## src/rtl/multicycle_shifter_if.sv

```systemverilog
// Handshake bundle for the iterative shifter: request fields in,
// busy/done status and result out.
interface multicycle_shifter_if #(
   parameter int WIDTH = 32
);
   localparam int AMT_W = $clog2(WIDTH);

   logic             start;
   logic [1:0]       op;
   logic [WIDTH-1:0] data_in;
   logic [AMT_W-1:0] amt;
   logic             busy;
   logic             done;
   logic [WIDTH-1:0] result;

   modport master (
      output start, op, data_in, amt,
      input  busy, done, result
   );

   modport slave (
      input  start, op, data_in, amt,
      output busy, done, result
   );
endinterface

```

## src/rtl/multicycle_shifter.sv

```systemverilog
// Iterative SLL/SRL/SRA shifter, at most MAX_STEP bits per clock.
// Define MULTICYCLE_SHIFTER_ROTATE_EN to decode op 11 as rotate-left.
module multicycle_shifter #(
   parameter int WIDTH    = 32,
   parameter int MAX_STEP = 8
) (
   input logic                clk,
   input logic                rst,
   multicycle_shifter_if.slave bus
);
   localparam int AMT_W = $clog2(WIDTH);
   localparam int SW    = $clog2(WIDTH + 1);
   localparam logic [SW-1:0] MAXS = SW'(MAX_STEP);
   localparam logic [SW-1:0] WID  = SW'(WIDTH);

   typedef enum logic [1:0] {
      IDLE,
      SHIFT,
      DONE
   } state_e;

   state_e           state_q;
   logic             busy_q;
   logic             done_q;
   logic [WIDTH-1:0] result_q;
   logic [WIDTH-1:0] work_q;
   logic [WIDTH-1:0] work_d;
   logic [AMT_W-1:0] rem_q;
   logic [AMT_W-1:0] rem_d;
   logic [1:0]       op_q;
   logic [SW-1:0]    rem_x;
   logic [SW-1:0]    step;

   always_comb begin
      rem_x  = SW'(rem_q);
      step   = (rem_x < MAXS) ? rem_x : MAXS;
      rem_d  = rem_q - AMT_W'(step);
      work_d = work_q << step;
      case (op_q)
         2'b01:   work_d = work_q >> step;
         2'b10:   work_d = $unsigned($signed(work_q) >>> step);
`ifdef MULTICYCLE_SHIFTER_ROTATE_EN
         2'b11:   work_d = (work_q << step) | (work_q >> (WID - step));
`endif
         default: work_d = work_q << step;
      endcase
   end

   // amt==0 still spends one SHIFT cycle so done lands one cycle after accept
   always_ff @(posedge clk or posedge rst) begin
      if (rst) begin
         state_q  <= IDLE;
         busy_q   <= 1'b0;
         done_q   <= 1'b0;
         result_q <= '0;
         work_q   <= '0;
         rem_q    <= '0;
         op_q     <= '0;
      end else begin
         unique case (state_q)
            IDLE: begin
               done_q <= 1'b0;
               if (bus.start) begin
                  work_q  <= bus.data_in;
                  rem_q   <= bus.amt;
                  op_q    <= bus.op;
                  busy_q  <= 1'b1;
                  state_q <= SHIFT;
               end
            end
            SHIFT: begin
               work_q <= work_d;
               rem_q  <= rem_d;
               if (rem_d == '0) begin
                  result_q <= work_d;
                  done_q   <= 1'b1;
                  state_q  <= DONE;
               end
            end
            DONE: begin
               done_q  <= 1'b0;
               busy_q  <= 1'b0;
               state_q <= IDLE;
            end
            default: begin
               done_q  <= 1'b0;
               busy_q  <= 1'b0;
               state_q <= IDLE;
            end
         endcase
      end
   end

   assign bus.busy   = busy_q;
   assign bus.done   = done_q;
   assign bus.result = result_q;
endmodule
```

## src/flat_wrapper.sv

```systemverilog
// flat-port wrapper written by rule: the top's interface ports become plain ports
module multicycle_shifter_flat 
#(
   parameter int WIDTH    = 32,
   parameter int MAX_STEP = 8
)
  (clk, rst, bus_start, bus_op, bus_data_in, bus_amt, bus_busy, bus_done, bus_result);
  multicycle_shifter_if #(.WIDTH(WIDTH)) bus_i ();
  input logic clk;
  input logic rst;
  input wire logic [$bits(bus_i.start)-1:0] bus_start;
  input wire logic [$bits(bus_i.op)-1:0] bus_op;
  input wire logic [$bits(bus_i.data_in)-1:0] bus_data_in;
  input wire logic [$bits(bus_i.amt)-1:0] bus_amt;
  output wire logic [$bits(bus_i.busy)-1:0] bus_busy;
  output wire logic [$bits(bus_i.done)-1:0] bus_done;
  output wire logic [$bits(bus_i.result)-1:0] bus_result;
  assign bus_i.start = bus_start;
  assign bus_i.op = bus_op;
  assign bus_i.data_in = bus_data_in;
  assign bus_i.amt = bus_amt;
  assign bus_busy = bus_i.busy;
  assign bus_done = bus_i.done;
  assign bus_result = bus_i.result;
  multicycle_shifter #(.WIDTH(WIDTH), .MAX_STEP(MAX_STEP)) u_core (.clk(clk), .rst(rst), .bus(bus_i));
endmodule
```

## config.mk

```make
export PLATFORM = sky130hd
export DESIGN_NAME = multicycle_shifter_flat
export DESIGN_NICKNAME = d
export VERILOG_FILES = /design/src/rtl/multicycle_shifter_if.sv /design/src/rtl/multicycle_shifter.sv /design/src/flat_wrapper.sv
export SDC_FILE = /design/constraint.sdc
export NUM_CORES = 1
export LEC_CHECK = 0
export ABC_CLOCK_PERIOD_IN_PS = 4900
export CORE_ASPECT_RATIO = 2
export CORE_MARGIN = 3
export CORE_UTILIZATION = 55
export CTS_BUF_LIST = sky130_fd_sc_hd__clkbuf_8 sky130_fd_sc_hd__clkbuf_16
export DETAILED_ROUTE_END_ITERATION = 12
export PLACE_DENSITY = 0.88
export SYNTH_ARGS = -nofsm -noshare
export SYNTH_HDL_FRONTEND = slang
export SYNTH_SLANG_ARGS = --single-unit
```

## constraint.sdc

```tcl
create_clock -name clk -period 4.9 [get_ports clk]
set_input_delay 1.225 -clock clk [delete_from_list [all_inputs] [get_ports clk]]
set_output_delay 1.225 -clock clk [all_outputs]
set_load 0.01 [all_outputs]
```

After elaboration in Yosys (flattened, before gate mapping)
Cells that the tools add are included.
{"block": "classes", "eq_ne": 5, "n_div": 0, "n_mux": 13, "shift": 3, "n_reduce_logical": 8, "order_cmp": 1, "multipliers": 0, "add_sub_neg": 1, "bitwise": 1}
{"op": "$pmux 32 s2", "n": 2}
{"op": "$mux 32", "n": 1}
{"op": "$shl 32x6->32", "n": 1}
{"op": "$shr 32x6->32", "n": 1}
{"op": "$sshr 32x6->32", "n": 1}
{"op": "$mux 5", "n": 2}
{"op": "$pmux 5 s2", "n": 1}
{"op": "$reduce_and 2->1", "n": 5}
{"op": "$logic_not 5->1", "n": 1}
{"op": "$lt 5x4->1 const B", "n": 1}
{"op": "$sub 5x5->5", "n": 1}
{"op": "$eq 2x1->1 const B", "n": 2}
{"op": "$mux 2", "n": 2}
{"op": "$pmux 2 s2", "n": 1}
{"op": "$mux 1", "n": 3}
{"op": "$eq 2x2->1 const B", "n": 1}
{"op": "$logic_not 2->1", "n": 1}
{"op": "$ne 2x1->1 const B", "n": 1}
{"op": "$ne 2x2->1 const B", "n": 1}
{"op": "$pmux 1 s2", "n": 1}
{"op": "$reduce_bool 2->1", "n": 1}
{"op": "$not 1->1", "n": 1}
{"block": "totals", "romBits": 0, "out_inout_bits": 34, "ramBits": 0, "latch_bits": 0, "regBits": 75, "mem_count": 0, "elab_cells": 39}

Depth between registers and ports, before layout
Gate-level depths: netlist (run 1).
{"block": "depth", "ltp_word": 6, "mapped_depth": 14, "mapped_depth_nobuf": 8}

Worst setup path before layout (run 1)
Ideal clock, no wire load.
{"block": "synth_path", "path_type": "reg-to-reg", "startpoint": "register u_core.rem_q[3]", "endpoint": "register u_core.result_q[0], in the netlist u_core.bus.result[0]", "required_time_ns": 4.765, "stages_incl_launch_ff": 15, "path_buffers": 6, "setup_ns": 0.135, "arrival_ns": 2.720, "slack_ns": 2.045, "cell_sequence": "dfrtp_1 > buf_6 > buf_6 > or2_1 > buf_2 > buf_1 > nand2_1 > ha_1 > nor2_1 > nor4b_1 > o21ai_1 > clkbuf_1 > buf_2 > nand2_1 > o21ai_0"}
{"block": "synth_via", "elab_chain_len": 5, "word_cells_on_any_way": 9, "classes_between": "add/sub (1); order compare (1); shift (3); mux (2); reduce/logical (2)"}
{"element": "start: declaration", "line_no": "multicycle_shifter.sv:28", "source": "logic [AMT_W-1:0] rem_q;"}
{"element": "start signal: assignment", "line_no": "multicycle_shifter.sv:65", "source": "rem_q <= bus.amt;"}
{"element": "start signal: assignment", "line_no": "multicycle_shifter.sv:73", "source": "rem_q <= rem_d;"}
{"element": "$lt 5x4->1", "line_no": "multicycle_shifter.sv:36", "source": "step = (rem_x < MAXS) ? rem_x : MAXS;"}
{"element": "$mux 5", "line_no": "multicycle_shifter.sv:36"}
{"element": "$sub 5x5->5", "line_no": "multicycle_shifter.sv:37", "source": "rem_d = rem_q - AMT_W'(step);"}
{"element": "$logic_not 5->1", "line_no": "multicycle_shifter.sv:74", "source": "if (rem_d == '0) begin"}
{"element": "$reduce_and 2->1 (no source line)"}
{"element": "end signal: assignment", "line_no": "multicycle_shifter.sv:75", "source": "result_q <= work_d;"}
{"element": "end: declaration", "line_no": "multicycle_shifter.sv:25", "source": "logic [WIDTH-1:0] result_q;"}
Several ways; a longest one is shown, not always the timed one.
A chain may end at the register's enable or synchronous reset.

Final worst setup path (run 1)
{"block": "layout_path", "startpoint": "register u_core.rem_q[4]", "endpoint": "register u_core.result_q[15], in the netlist u_core.bus.result[15]"}
Same word-level chain as after synthesis.

==> out/results.ini, run 1 <==
[synthesis]
synthCells = 900
synth_area_leaders = dfrtp_1 28%, o21ai_0 7.1%, a21oi_1 6.3%
syn-cell-area_mm2 = 0.006797
synth_flop_cell = dfrtp_1
synth_top_cell_area_share_pct = 27.61
yosysSeqAreaShare_pct = 27.61
yosysTopAreaCell = dfrtp_1
syn_area_per_cell_um2 = 7.552
post-synth-top-count-cell = o21ai_0
yosys-top-cells-count = 97 x o21ai_0, 96 x nand2_1, 86 x a21oi_1, 75 x dfrtp_1, 64 x clkbuf_1
yosys_warnings = 0
ys_types = 78
synth_fp_nets = 945
synth_edf_count = 0
synth_async_sr_flop_share_pct = 100.0
synth.ff_latch_count = 75

[placed_design]
place.port_buffers = 75
gp_congestion = 1.056
placedCellCount = 1039
hpwl_mm = 19.99
place_ws_ps = 1408

[worst_setup_path]
worst-path-buf-inv = 1
r2r_setup_slack_ps = 1490
crit_required_ps = 5080
r2r-start = u_core.rem_q[4]$_DFFE_PP0P_
critPathTopFamily = simple AND/OR/NAND/NOR gates
cp_slowest_cell = or3_1
startpoint = u_core.rem_q[4]$_DFFE_PP0P_
worstSetupEndpointType = register
crit_type = register to register
worstPathCellList = buf_4 -> or3_1 -> nor2_1 -> a211oi_1 -> o21ai_0
slowest_delay_ps = 960
path_max_fanout = 29
cp.arrival_ps = 3590
start_kind = register

[global_routing]
grt.met2_usage_pct = 69.16
grt_pass1_vias = 7795
grt_max_degree = 76
grtUsageTotal_pct = 43.15
grt.busiest_layer = met2
antenna_found_initial = 0
grt_overflow = 0
globalRouteMet1Util_pct = 50.11
grtUsageMet3_pct = 8.582
grt_pass1_wl_mm = 45.53

[clock_tree]
postCtsSetupBuffers = 0
cts_made_buffers = 9
insertion_delay_ps = 350
ctsHoldBuffers = 0
ctsHtreeMaxLevel = 3
cts_tree = built
cts.path.max_buffers = 2
cts-root-buf = clkbuf_16
cts_resized = 0
clkTransAtPathRegs_ps = 70
clock-sinks = 75

[job]
cap_violations = 0

[routing]
drtIter0Drc = 1130
wire_per_inst_um = 28.01
vias_per_cell = 7.524
vias = 7938
first_pass_iters = 6
drc_errors = 0
routed_wirelength_mm = 29.55
ant_nets = 0

[power]
leakagePower_nw = 2.940
powerDensity_mw_per_mm2 = 883.5
peakVddDrop_mv = 0.6369

[floorplanning]
ios = 76
start_util_pct = 57.06
dieHeight_um = 163.2
core_area_mm2 = 0.01191
die-area_mm2 = 0.01381
die_w_um = 84.61
row_count = 56

[sta]
skew_ps = 10.15
slew_viol_final = 0
max_slew_margin_pct = 21.90
setup_ws_ps = 1491
post-route-min-period_ps = 3409
setup_viol = 0
worst_pin_slew_ps = 1171
rsz0062_at_grt = false
max_freq_mhz = 293.3
finalHoldViolCount = 0
period_share_pct = 69.57
fin_setup_tns_ps = 0

[final_layout]
diodes = 0
nets = 950
drive_gt1_share_pct = 9.011
multi_input_area_mm2 = 0.004362
ff_latch_area_mm2 = 0.001878
area_growth_pct = 14.47
finalNonFillerCells = 1055
fill_cells = 1046

[min_path]
min_path_type = register to register
worstHoldStart = u_core.bus.result[12]$_DFFE_PP0P_

[run_status]
status = finished, final reports clean

==> stage by stage <==
step | cell area (µm²) | hold slack, ps | util [%] | total power [W]
2_1_floorplan | 6797 | 514.2 | - | 0.004357
3_3_place_gp | 7453 | 459.6 | 62.57 | 0.005817
3_5_place_dp | 7453 | 469.6 | 62.57 | 0.005867
4_1_cts | 7780 | 483.6 | 65.32 | 0.006631
5_1_grt | 7780 | 515.4 | 65.32 | 0.007205
6_report | 7780 | 478.6 | 65.32 | 0.006874
==> final timing paths <==
kind	end	cells after the start
setup reg to reg	u_core.bus.result[15]$_DFFE_PP0P_	5
min in group asynchronous	u_core.bus.result[1]$_DFFE_PP0P_	3
max in group asynchronous	u_core.rem_q[0]$_DFFE_PP0P_	3
setup / recovery	u_core.bus.result[15]$_DFFE_PP0P_	5
hold / removal	u_core.bus.result[12]$_DFFE_PP0P_	2
hold reg to reg	u_core.bus.result[12]$_DFFE_PP0P_	2
==> where the power goes <==
part | total [W] | switching [W] | internal (W)
registers | 0.00152 | 0.000611 | 0.000910
logic | 0.00460 | 0.00296 | 0.00163
clock network | 0.000754 | 0.000303 | 0.000451
==> flip-flops by register name, indices dropped and copies added (netlist names) <==
signal / count
u_core.work_q: 32
u_core.bus.busy: 1
u_core.op_q: 2
u_core.bus.result: 32
u_core.state_q: 2
u_core.rem_q: 5
u_core.bus.done: 1
==> layer usage <==
metal / routed length, µm / share of wire [%]
met5: 0 / 0
met4: 2678 / 9.1
met3: 3081 / 10
met1: 9910 / 34
met2: 13880 / 47
==> final cells by class <==
type	instances	share of cell area (%)
Clock inverter	7	1.303
Tap cell	145	2.332
Inverter	21	1.013
Multi-Input combinational cell	696	56.06
Sequential cell	75	24.14
Clock buffer	9	2.895
Timing Repair Buffer	102	12.25
==> logic make-up (layout without fill, tap and decap cells) <==
family,after synthesis,in the layout,share of synthesized area [%]
AO/OA/AOI/OAI,376,376,35.90
AND/OR/NAND/NOR,280,280,20.77
buffers and inverters,129,139,8.579
flip-flops,75,75,27.61
multiplexers,36,36,6.535
adder cells (fa/ha/maj),3,3,0.5523
other,1,1,0.05518
==> placed cells by master (no fill, tap or decap), types with 11 or more instances in the layout <==
cell type	instances
buf_4	27
a211oi_1	19
o22ai_1	35
clkdlybuf4s50_1	75
o22a_1	14
o21ai_1	18
a21oi_1	86
o211ai_1	15
inv_1	18
mux2i_1	23
nor3_1	21
nand3_1	22
and3_1	13
o21ai_0	97
nand2_1	96
nor4b_1	14
dfrtp_1	74
o221ai_1	11
nor2_1	62
==> tightest hold or removal path, cell delays in order (launching register included) <==
cell     delay, ps
dfrtp_1        340
nand2_1         40
o21ai_0         60
Note: power is estimated with default switching activity, not from simulation.
==> run 2, diff against run 1 <==
--- a/config.mk
+++ b/config.mk
@@ -5,7 +5,7 @@
 export SDC_FILE = /design/constraint.sdc
 export NUM_CORES = 1
 export LEC_CHECK = 0
-export ABC_CLOCK_PERIOD_IN_PS = 4900
+export ABC_CLOCK_PERIOD_IN_PS = 3500
 export CORE_ASPECT_RATIO = 2
 export CORE_MARGIN = 3
 export CORE_UTILIZATION = 55
==> constraint.sdc (replaced) <==
create_clock -name clk -period 3.5 [get_ports clk]
set_input_delay 0.875 -clock clk [delete_from_list [all_inputs] [get_ports clk]]
set_output_delay 0.875 -clock clk [all_outputs]
set_load 0.01 [all_outputs]
==> run 2 against run 1 <==
First-iteration DRC count decreased by 20%. Sequential share of layout area decreased by 0.42 points. Critical path depth increased by 3. Hold slack improved by 2.6 ps. Register-to-register slack got worse by 930 ps. Cell count increased by 1.7%. Total power increased by 41%. Clock power increased by 25%. Critical path type unchanged. Wire length about the same. Utilization increased by 1.2 points. Largest cell class unchanged. Highest routed layer unchanged. Cell area increased by 1.8%. Sequential cell count unchanged.
==> out/results.ini, run 2 (synthesis gave the netlist of run 1 again) <==
[global_routing]
grt_pass1_wl_mm = 45.68
grtUsageTotal_pct = 42.98
grt_overflow = 0
antenna_found_initial = 0
grt_max_degree = 91
grt_pass1_vias = 8090

[routing]
wire_per_inst_um = 27.55
vias = 8012
drc_errors = 0
vias_per_cell = 7.467
drtIter0Drc = 900
routed_wirelength_mm = 29.56
first_pass_iters = 7
ant_nets = 0

[sta]
max_slew_margin_pct = 43.11
slew_viol_final = 0
setup_ws_ps = 556.3
max_freq_mhz = 339.7
finalHoldViolCount = 0
setup_viol = 0
fin_hold_ws_ps = 481.2
rsz0062_at_grt = false
period_share_pct = 84.11
fin_setup_tns_ps = 0
worst_pin_slew_ps = 841.5
post-route-min-period_ps = 2944
skew_ps = 12.52

[clock_tree]
cts_tree = built
clkTransAtPathRegs_ps = 60
clock-sinks = 75
cts-root-buf = clkbuf_16
postCtsSetupBuffers = 0
ctsHtreeMaxLevel = 3
cts_made_buffers = 9
cts_resized = 0
insertion_delay_ps = 340
cts.path.max_buffers = 2
ctsHoldBuffers = 0

[power]
powerDensity_mw_per_mm2 = 1222
leakagePower_nw = 3.023
peakVddDrop_mv = 1.048

[worst_setup_path]
slowest_delay_ps = 700
crit_required_ps = 3710
crit_type = register to register
startpoint = u_core.rem_q[3]$_DFFE_PP0P_
cp.arrival_ps = 3150
start_kind = register
path_max_fanout = 15
rr_worst_depth = 8
worstSetupEndpointType = register
r2r-start = u_core.rem_q[3]$_DFFE_PP0P_
rr_endpoint = u_core.bus.result[29]$_DFFE_PP0P_
cpMostUsedCell = nor2_1
r2r_setup_slack_ps = 560
worst-path-buf-inv = 0
critPathTopFamily = simple AND/OR/NAND/NOR gates
cp_slowest_cell = nor4b_1
worst-path-stages = 8
worstPathCellList = or2_1 -> nand2_1 -> ha_1 -> nor2_1 -> nor4b_1 -> nor2_1 -> nor4_1 -> a21oi_1

[min_path]
min_to = u_core.bus.result[31]$_DFFE_PP0P_
worstHoldStart = u_core.bus.result[31]$_DFFE_PP0P_
hold_depth = 2
min_path_type = register to register

[floorplanning]
start_util_pct = 57.06
core_area_mm2 = 0.01191
ios = 76
die_w_um = 84.61
dieHeight_um = 163.2
row_count = 56
die-area_mm2 = 0.01381

[final_layout]
final_common_cell = o21ai_0
area_growth_pct = 16.49
nets = 969
mostFrequentLayoutCells = 97 x o21ai_0, 96 x nand2_1, 86 x a21oi_1
final_area_mm2 = 0.007918
diodes = 0
drive_gt1_share_pct = 10.78

[placed_design]
place_ws_ps = 663.9
hpwl_mm = 20.85
place.port_buffers = 75
placed_cell_area_mm2 = 0.007627
gp_congestion = 1.057

[job]
cap_violations = 0

[run_status]
status = finished, final reports clean

==> run 2: worst max path at each step <==
| stage | end | slack, ps |
|---|---|---|
| 2_1_floorplan | u_core.bus.result[0]$_DFFE_PP0P_ | 640 |
| 3_3_place_gp | u_core.work_q[26]$_DFFE_PP0P_ | 690 |
| 3_5_place_dp | u_core.bus.result[29]$_DFFE_PP0P_ | 660 |
| 4_1_cts | u_core.bus.result[29]$_DFFE_PP0P_ | 630 |
| 5_1_grt | u_core.bus.result[29]$_DFFE_PP0P_ | 290 |
| 6_report | u_core.bus.result[29]$_DFFE_PP0P_ | 560 |
==> run 2: area by class of cell <==
cell class                 instances  area (µm²)
clock buffer                       9       225.2
clock inverter                     6       65.06
fill                            1030        3994
inverter                          21       78.83
multi-input combinational        696        4355
sequential                        75        1878
tap                              145       181.4
timing repair buffer             121        1134
==> run 2: per-layer routing <==
layer  part of all wire, %  track usage (%)  vias up
li1                      -                -     3427
met5                     0                0        -
met4                   9.6            34.37        0
met3                    10            8.481      215
met2                    48            70.09      664
met1                    32            47.98     3706
==> run 2: metrics by stage <==
step,utilization (%),total power (W),instances
final,66.47,0.009677,1073
after global routing,66.47,0.01015,1073
after CTS,66.47,0.009405,1073
after detailed placement,64.03,0.008443,1058
after global placement,64.03,0.008385,1058
after floorplan,-,0.006100,900
==> run 2: power breakdown <==
group	internal (W)	total [W]	switching (W)
logic	0.00245	0.00666	0.00421
clock network	0.000550	0.000942	0.000393
registers	0.00128	0.00207	0.000794
total	0.00428	0.00968	0.00540
==> run 2: worst register-to-register path: stages (launching register included) <==
cell and delay, ps:
dfrtp_1 590, or2_1 350, nand2_1 80, ha_1 260, nor2_1 120, nor4b_1 700, nor2_1 380, nor4_1 260
a21oi_1 70
